[src/rtl/a_diag_read_arbiter.sv]
// Round-robin read arbiter for the A-diagonal element memory: grants one engine per cycle,
// drives the memory read port and steers returning elements back through a tag pipeline.
module a_diag_read_arbiter #(
   parameter int NUM_REQ       = 4,
   parameter int ROW_WIDTH     = 6,
   parameter int NUM_ROWS      = 64,
   parameter int ELEMENT_WIDTH = 32,
   parameter int MEM_LATENCY   = 1
) (
   input  logic                           clk,
   input  logic                           rst,
   input  logic                           enable,
   input  logic [NUM_REQ-1:0]             req,
   input  logic [NUM_REQ*ROW_WIDTH-1:0]   req_row,
   output logic [NUM_REQ-1:0]             gnt,
   output logic [NUM_REQ-1:0]             rsp_valid,
   output logic [ELEMENT_WIDTH-1:0]       rsp_data,
   output logic                           rsp_err,
   output logic                           mem_rd_en,
   output logic [ROW_WIDTH-1:0]           mem_addr,
   input  logic [ELEMENT_WIDTH-1:0]       mem_rd_data,
   output logic                           idle
);

   localparam int ID_W = $clog2(NUM_REQ);
   localparam int LAST = MEM_LATENCY - 1;

   logic [ID_W-1:0]      ptr;
   logic [NUM_REQ-1:0]   elig;
   logic                 found;
   logic [ID_W-1:0]      sel;
   logic [ROW_WIDTH-1:0] sel_row;
   logic                 row_ok;

   logic [ID_W-1:0]      gnt_id_p0;
   logic                 gnt_err_p0;

   logic [MEM_LATENCY-1:0]           tag_vld_p1;
   logic [MEM_LATENCY-1:0][ID_W-1:0] tag_id_p1;
   logic [MEM_LATENCY-1:0]           tag_err_p1;

   function automatic logic [NUM_REQ-1:0] onehot(input logic [ID_W-1:0] id);
      logic [NUM_REQ-1:0] oh;
      oh = '0;
      for (int i = 0; i < NUM_REQ; i++) oh[i] = (id == ID_W'(i));
      return oh;
   endfunction

   // The requester just granted is masked so nobody wins two cycles in a row.
   assign elig = req & ~gnt;

   always_comb begin
      int j;
      j       = 0;
      found   = 1'b0;
      sel     = '0;
      for (int i = 0; i < NUM_REQ; i++) begin
         j = int'(ptr) + i;
         if (j >= NUM_REQ) j = j - NUM_REQ;
         if (!found && elig[ID_W'(j)]) begin
            found = 1'b1;
            sel   = ID_W'(j);
         end
      end
      sel_row = req_row[int'(sel)*ROW_WIDTH +: ROW_WIDTH];
      row_ok  = int'(sel_row) < NUM_ROWS;
   end

   // Stage p0: grant and memory request
   always_ff @(posedge clk or posedge rst) begin
      if (rst) begin
         ptr        <= '0;
         gnt        <= '0;
         gnt_id_p0  <= '0;
         gnt_err_p0 <= 1'b0;
         mem_rd_en  <= 1'b0;
         mem_addr   <= '0;
      end else if (enable && found) begin
         gnt        <= onehot(sel);
         ptr        <= (sel == ID_W'(NUM_REQ-1)) ? '0 : sel + 1'b1;
         gnt_id_p0  <= sel;
         gnt_err_p0 <= ~row_ok;
         mem_rd_en  <= row_ok;
         if (row_ok) mem_addr <= sel_row;
      end else begin
         gnt        <= '0;
         gnt_err_p0 <= 1'b0;
         mem_rd_en  <= 1'b0;
      end
   end

   // Stage p1: tag pipeline tracking reads in flight
   always_ff @(posedge clk or posedge rst) begin
      if (rst) begin
         tag_vld_p1 <= '0;
         tag_id_p1  <= '0;
         tag_err_p1 <= '0;
      end else begin
         tag_vld_p1[0] <= |gnt;
         tag_id_p1[0]  <= gnt_id_p0;
         tag_err_p1[0] <= gnt_err_p0;
         for (int s = 1; s < MEM_LATENCY; s++) begin
            tag_vld_p1[s] <= tag_vld_p1[s-1];
            tag_id_p1[s]  <= tag_id_p1[s-1];
            tag_err_p1[s] <= tag_err_p1[s-1];
         end
      end
   end

   // Stage p2: response register, aligned with memory data
   always_ff @(posedge clk or posedge rst) begin
      if (rst) begin
         rsp_valid <= '0;
         rsp_data  <= '0;
         rsp_err   <= 1'b0;
      end else if (tag_vld_p1[LAST]) begin
         rsp_valid <= onehot(tag_id_p1[LAST]);
         rsp_data  <= tag_err_p1[LAST] ? '0 : mem_rd_data;
         rsp_err   <= tag_err_p1[LAST];
      end else begin
         rsp_valid <= '0;
         rsp_err   <= 1'b0;
      end
   end

   assign idle = ~|gnt & ~|tag_vld_p1 & ~|rsp_valid;

endmodule

[config.mk]
export PLATFORM = sky130hd
export DESIGN_NAME = a_diag_read_arbiter
export DESIGN_NICKNAME = d
export VERILOG_FILES = /design/src/rtl/a_diag_read_arbiter.sv
export SDC_FILE = /design/constraint.sdc
export NUM_CORES = 1
export LEC_CHECK = 0
export CAP_MARGIN = 25
export CORE_MARGIN = 2
export CORE_UTILIZATION = 44
export DETAILED_ROUTE_END_ITERATION = 8
export GPL_ROUTABILITY_DRIVEN = 1
export HOLD_SLACK_MARGIN = 0.12
export PLACE_DENSITY = 0.9
export REMOVE_ABC_BUFFERS = 1
export SYNTH_ARGS = -nofsm -noshare
export SYNTH_HDL_FRONTEND = slang
export SYNTH_SLANG_ARGS = --single-unit
[constraint.sdc]
create_clock -name clk -period 5.21 [get_ports clk]
set_input_delay 1.3025 -clock clk [delete_from_list [all_inputs] [get_ports clk]]
set_output_delay 1.3025 -clock clk [all_outputs]
set_load 0.005 [all_outputs]
==> metrics.md, run 1 <==
| Metric | Value |
|---|---|
| Outcome | `finished clean` |
| Area Growth Syn to Fin | `52.6%` |
| Max-slew violation count | `0` |
| Total Neg Setup Slack | `0 ns` |
| Final setup vio count | `0` |
| Worst-path maximum fanout | `37` |
| Clock Skews | `0.00982 ns` |
| RSZ-0062 raised after global routing | `no` |
| Critical Path RT | `3.91 ns` |
| Crit path DAT | `2.17 ns` |
| Antenna violations before repair | `0` |
| Slew Limit Headroom | `61.7%` |
| Placed inst area | `around 3500 um2` |
| Skew-Pair Late Insertion Delay | `around 0.30 ns` |
| Share of layout cells above drive strength 1 | `between 15 and 20%` |
| Crit end category | `output port` |
| Crit path kind | `register to output port` |
| Cell Int Power | `between 1000 and 1500 uW` |
| Most common cell after layout, fill and taps aside | `clkdlybuf4s50_1` |
| Placer Congestion | `a little over 0.8` |
| Largest net degree at the start of global routing | `38` |
| Power Density | `roughly 530 nW/um2` |
| Detailed Route Iter0 Violations | `59` |
| Number of antenna diodes | `0` |
| Sequential Power Share | `38.4%` |
| CTS sink count | `54` |
| Average wire per standard cell | `16.0 um` |
| Number of hold buffers added after cts | `0` |
| Clk buf depth | `2` |
| Max VDD drop | `0.335 mV` |
| H-Tree Depth | `2` |
| Highest routed metal layer | `met4` |
| Internal reg-to-reg setup slack | `3.06 ns` |
| Total Routing Usage GR | `19.2%` |
| Period Utilization, post-route | `66.7%` |
| DP HPWL | `between 4000 and 5000 um` |
| Final instance area | `3610 um2` |
| Global-route wire length before repair | `8960 um` |
| TritonCTS Buffers | `5` |
| Sw Share | `between 30% and 40%` |
| P_leak | `~0.0015 uW` |
| Residual DRC | `0` |
| Register area share after synthesis | `a little under three fifths` |
| # fillers | `383` |
| Pre-CTS setup slack | `around 1.7 ns` |
| Syn Area/Cell | `13.7 um2` |
| IO Port Bufs | `110` |
| Reg clk slew, reported paths | `approximately 0.080 ns` |
| Minimum clock period | `3.47 ns` |
| Startpoint types | `register` |
| Total number of vias | `around 1800` |
| Syn. warnings | `0` |
| DR WL met2 | `between 2000 and 3000 um` |
| Comb pwr share | `49.2%` |
| Hold WC Path Type | `register to register` |
| DRT Wirelength | `between 5000 and 6000 um` |
| Max cap viols | `0` |
| Register area | `1350 um2` |
| Synth cell types | `37` |
| Synthesized flop and latch total | `54` |
| Vias in the first global route | `1834` |
| Post_cts resized | `0` |
| Post-CTS setup buffers | `0` |
| Net Sw Power | `592 uW` |
| Metal1 wirelength | `2370 um` |
| DIE HEIGHT | `77.3 um` |
| Initial Utilization | `46.0%` |
| Instance count of the mapped netlist | `173` |
| Final Hold Viols | `0` |
| First drt pass iteration count | `4` |
| Final worst slack | `between 1.5 and 2 ns` |
| Total gr overflow | `0` |
| Die area | `between 5000 and 6000 um2` |
| Multi-input gate area | `938 um2` |
| Syn Std Cell Area | `2360 um2` |
| Core footprint | `5140 um2` |
| Boundary Pins | `around 110` |
| Post-route ant nets | `0` |
| Clk root buf | `clkbuf_8` |
| FMAX | `0.288 GHz` |
| Worst-Margin Slew | `0.572 ns` |
| DR WL met3 | `483 um` |
| Most frequent cells in the layout | `clkdlybuf4s50_1, dfrtp_1, mux2_2, mux2i_1, a311oi_1` |
| Final nets | `approximately 350` |
| Clock Power Share | `around an eighth` |
| Die X | `77.3 um` |
| CTS tree | `done` |
| # rows | `26` |
| Via density | `5.13` |
worst max-delay path: stages, from the launching register on:
cell             delay (ns)
dfrtp_1                0.37
buf_4                  0.26
or4_1                  0.56
nor3_1                 0.16
clkdlybuf4s50_1        0.53
sequential cells by signal, indices dropped and copies added, names as in the netlist:
| register | flops |
|---|---|
| mem_addr | 6 |
| gnt | 4 |
| ptr | 2 |
| gnt_id_p0 | 2 |
| mem_rd_en | 1 |
| rsp_data | 32 |
| rsp_valid | 4 |
| tag_id_p1 | 2 |
| tag_vld_p1 | 1 |
Yosys cell counts:
master	instances	area, um2
clkbuf_1	3	11.3
nor2b_4	1	13.8
buf_1	2	7.51
xnor2_1	1	8.76
o31ai_4	1	21.3
o21ai_1	2	10.0
nor3b_1	2	15.0
nor2b_1	2	12.5
nor3_1	3	15.0
o22a_2	1	10.0
a21oi_1	1	5.00
buf_6	2	22.5
mux2_2	32	360
or2_2	1	6.26
a21o_1	1	7.51
mux2i_1	13	130
or2_1	1	6.26
buf_4	3	22.5
or3b_1	1	8.76
or4_1	2	15.0
o21ai_0	1	5.00
and3b_1	1	8.76
o21bai_1	1	7.51
nand3b_1	1	7.51
o21ai_2	1	8.76
inv_1	2	7.51
a311oi_1	7	61.3
nor2_1	6	22.5
o221a_2	6	67.6
dfrtp_1	54	1350
o32ai_2	1	16.3
nand2b_1	2	12.5
inv_2	1	3.75
nand2_1	4	15.0
o22ai_1	6	37.5
conb_1	1	3.75
and3_1	3	18.8
routing by layer:
metal / GRT usage [%] / up-vias
met4: 4.11 / 0
li1: - / 857
met5: 0 / -
met3: 6.71 / 9
met2: 31.2 / 78
met1: 24.8 / 866
final timing paths:
kind	from	cells past startpoint	endpoint
min in group asynchronous	rst	2	rsp_data[19]
worst max-delay path	tag_vld_p1	4	idle
worst min-delay path	gnt_id_p0[1]	0	tag_id_p1[1]
worst max register to register	gnt[1]	6	mem_addr[2]
max in group asynchronous	rst	3	rsp_data[6]
worst min register to register	gnt_id_p0[1]	0	tag_id_p1[1]
final cells by class:
type | instances | share of cell area [%]
Sequential cell | 54 | 37.4
Timing Repair Buffer | 112 | 31.3
Multi-Input combinational cell | 106 | 26.0
Tap cell | 70 | 2.43
Clock buffer | 7 | 2.39
Inverter | 3 | 0.312
Clock inverter | 1 | 0.139
power groups by stage:
stage | logic, uW | clock network, uW | registers [uW]
6_report | 938 | 236 | 733
5_1_grt | 1000 | 259 | 760
4_1_cts | 947 | 240 | 735
3_5_place_dp | 944 | 0 | 742
3_3_place_gp | 919 | 0 | 728
2_1_floorplan | 396 | 0 | 772
per-stage QoR:
stage	hold slack [ns]	total power, uW	util, %	std cells
CTS	0.395	1920	70.2	353
finish	0.393	1910	70.2	353
global placement	0.367	1650	68.0	344
global route	0.407	2020	70.2	353
floorplan	0.354	1170	-	163
detailed placement	0.370	1690	68.4	345
logic make-up after synthesis:
kind of cell | after synthesis | synth area share (%)
AOI/OAI and AO/OA | 29 | 10.9
xor gates and xnor gates | 1 | 0.370
buffers and inverters | 13 | 3.17
DFF | 54 | 57.1
muxes | 45 | 20.7
other | 1 | 0.159
and+or+nand+nor | 30 | 7.51
No activity file was read; power rests on OpenSTA's default activity.
==> run 2, diff against run 1 <==
--- a/config.mk
+++ b/config.mk
@@ -7,11 +7,11 @@
 export LEC_CHECK = 0
 export CAP_MARGIN = 25
 export CORE_MARGIN = 2
-export CORE_UTILIZATION = 44
+export CORE_UTILIZATION = 41
 export DETAILED_ROUTE_END_ITERATION = 8
 export GPL_ROUTABILITY_DRIVEN = 1
 export HOLD_SLACK_MARGIN = 0.12
-export PLACE_DENSITY = 0.9
+export PLACE_DENSITY = 0.85
 export REMOVE_ABC_BUFFERS = 1
 export SYNTH_ARGS = -nofsm -noshare
 export SYNTH_HDL_FRONTEND = slang
==> constraint.sdc (replaced) <==
create_clock -name clk -period 3.2 [get_ports clk]
set_input_delay 0.8 -clock clk [delete_from_list [all_inputs] [get_ports clk]]
set_output_delay 0.8 -clock clk [all_outputs]
set_load 0.005 [all_outputs]
==> run 2 against run 1 <==
  * Wire length decreased by 1.8%
  * Clock-buffer cell count is 1 lower
  * Final cell count up 0.85%
  * Worst setup slack got worse by 1.3 ns
  * Sequential cell count unchanged
  * Combinational power grew 62%
==> metrics.md, run 2 (same netlist as run 1, synthesis figures left out) <==
| Metric | Value |
|---|---|
| Average wire per standard cell | `15.6 um (-2.6%)` |
| Boundary Pins | `112 (unchanged)` |
| DP HPWL | `4200 um (-4.0%)` |
| Max reg flops | `32 (unchanged)` |
| TritonCTS Buffers | `5 (unchanged)` |
| Final instance area | `3620 um2 (+0.38%)` |
| Total number of vias | `1847 (+2.0%)` |
| Outcome | `finished clean` |
| FMAX | `approximately 0.36 GHz` |
| Post_cts resized | `0 (unchanged)` |
| Die X | `79.9 um (+3.4%)` |
| Worst-path cell with the longest stage delay | `or4_1` |
| Global-route wire length before repair | `8750 um (-2.4%)` |
| DIE HEIGHT | `79.9 um (+3.4%)` |
| Vias in the first global route | `1880 (+2.5%)` |
| Hold depth | `0 (unchanged)` |
| Via density | `5.19 (+1.2%)` |
| Register-to-Register Path Depth | `5 (-1)` |
| Area Growth Syn to Fin | `53.2%` |
| Critical Path RT | `2.40 ns (-1.51 ns)` |
| Post-CTS setup buffers | `0 (unchanged)` |
| CTS tree | `done` |
| Final worst slack | `0.393 ns (-1.34 ns)` |
| Clock Skews | `0.00490 ns (-0.00492 ns)` |
| Share of layout cells above drive strength 1 | `20.1% (+0.64 points)` |
| Skew-Pair Late Insertion Delay | `0.30 ns (about the same)` |
| Critical path's largest stage delay | `0.57 ns (about the same)` |
| Initial Utilization | `42.7% (-3.3 points)` |
| Reg clk slew, reported paths | `0.09 ns (about the same)` |
| Power Density | `858 nW/um2 (+62%)` |
| Share of the core filled with cells | `65.4% (-4.8 points)` |
| Final Hold Viols | `0 (unchanged)` |
| Post-route ant nets | `0 (unchanged)` |
| Core footprint | `5540 um2 (+7.8%)` |
| Detailed Route Iter0 Violations | `72 (+22%)` |
| Pre-CTS setup slack | `0.359 ns (-1.33 ns)` |
| Total gr overflow | `0 (unchanged)` |
| Comb pwr share | `49.0% (-0.2 points)` |
| Slew Limit Headroom | `62.4% (+0.75 points)` |
| Clk root buf | `clkbuf_8` |
| CP Cell Sequence | `or4_1 > nor3_1 > clkdlybuf4s50_1` |
| Max cap viols | `0 (unchanged)` |
| Max-slew violation count | `0 (unchanged)` |
| # rows | `27 (+3.8%)` |
| Reg with most FFs | `rsp_data` |
| DRT Wirelength | `5540 um (-1.8%)` |
| Crit path kind | `register to output port` |
| Period Utilization, post-route | `87.7%` |
| Die area | `6390 um2 (+6.9%)` |
| Final setup vio count | `0 (unchanged)` |
| Filler-free cell count of the finished design | `356 (+0.85%)` |
| Internal reg-to-reg setup slack | `1.20 ns (-1.86 ns)` |
| Hold WC Path Type | `register to register` |
| IO Port Bufs | `110 (unchanged)` |
| Largest net degree at the start of global routing | `55 (+45%)` |
| P_leak | `0.00152 uW (+0.24%)` |
| Worst-Margin Slew | `0.561 ns (-0.0112 ns)` |
| CTS sink count | `54 (unchanged)` |
| Sw Share | `31.1% (+0.051 points)` |
| Placer Congestion | `0.769 (-7.0%)` |
| Final nets | `346 (+0.29%)` |
| Sequential Power Share | `38.6% (+0.2 points)` |
| Crit end category | `output port` |
| Clk buf depth | `2 (unchanged)` |
| Total Neg Setup Slack | `0 ns (unchanged)` |
| Number of hold buffers added after cts | `0 (unchanged)` |
| Residual DRC | `0 (unchanged)` |
| Startpoint types | `register` |
| Number of antenna diodes | `0 (unchanged)` |
| Worst-path maximum fanout | `4 (-89%)` |
| Most frequent cells in the layout | `clkdlybuf4s50_1, dfrtp_1, mux2_2, mux2i_1, a311oi_1` |
| Clock Power Share | `12.5% (about the same)` |
| Most common cell after layout, fill and taps aside | `clkdlybuf4s50_1` |
| Net Sw Power | `966 uW (+63%)` |
| Crit path DAT | `2.01 ns (-0.16 ns)` |
| Antenna violations before repair | `0 (unchanged)` |
| RSZ-0062 raised after global routing | `no` |
| H-Tree Depth | `2 (unchanged)` |
| First drt pass iteration count | `4 (unchanged)` |
| Minimum clock period | `2.81 ns` |
| Placed cells | `348 (+0.87%)` |
| Top flop regs | `rsp_data x32, mem_addr x6` |
| Cell Int Power | `2140 uW (+63%)` |
| # fillers | `453 (+18%)` |
| Placed inst area | `3530 um2 (+0.28%)` |
| Total Routing Usage GR | `17.6% (-1.6 points)` |
| Max VDD drop | `0.464 mV (+38%)` |
run 2: final cells by class:
| cell class | count | area (um2) | area share [%] |
|---|---|---|---|
| flip-flops and latches | 54 | 1350 | 37.3 |
| multi-input cells | 106 | 938 | 25.9 |
| clock inverters | 2 | 12.5 | 0.345 |
| clock buffers | 6 | 82.6 | 2.28 |
| repair buffers | 113 | 1140 | 31.4 |
| inverters | 3 | 11.3 | 0.311 |
| well taps | 72 | 90.1 | 2.49 |
run 2: metrics by stage:
| step | power, uW | hold slack, ns |
|---|---|---|
| floorplan | 1900 | 0.354 |
| global placement | 2690 | 0.363 |
| detailed placement | 2740 | 0.367 |
| CTS | 3130 | 0.389 |
| global route | 3310 | 0.387 |
| finish | 3110 | 0.377 |
run 2: final timing paths:
check,startpoint,end
max,gnt[1],idle
min,gnt_id_p0[1],tag_id_p1[1]
max reg2reg,ptr[0],mem_addr[4]
min reg2reg,gnt_id_p0[1],tag_id_p1[1]
max in group asynchronous,rst,gnt_id_p0[0]
min in group asynchronous,rst,rsp_data[17]
run 2: routing by layer:
metal	vias to the layer above	global-route usage (%)	wire length, um
met2	89	29.3	2790
met3	10	6.00	467
met1	890	21.9	2240
met5	-	0	0
li1	858	-	-
met4	0	4.41	50
run 2: power by group through the flow:
stage,registers [uW],clock network (uW),logic (uW)
2_1_floorplan,1260,0,645
3_3_place_gp,1190,0,1500
3_5_place_dp,1210,0,1530
4_1_cts,1200,398,1540
5_1_grt,1240,431,1640
6_report,1200,387,1520
run 2: worst max-delay path: cells and delay by family, from the launching register on:
family                 cells  cell delay, ns
DFF                        1            0.43
and+or+nand+nor            2            0.76
buffers and inverters      1            0.52
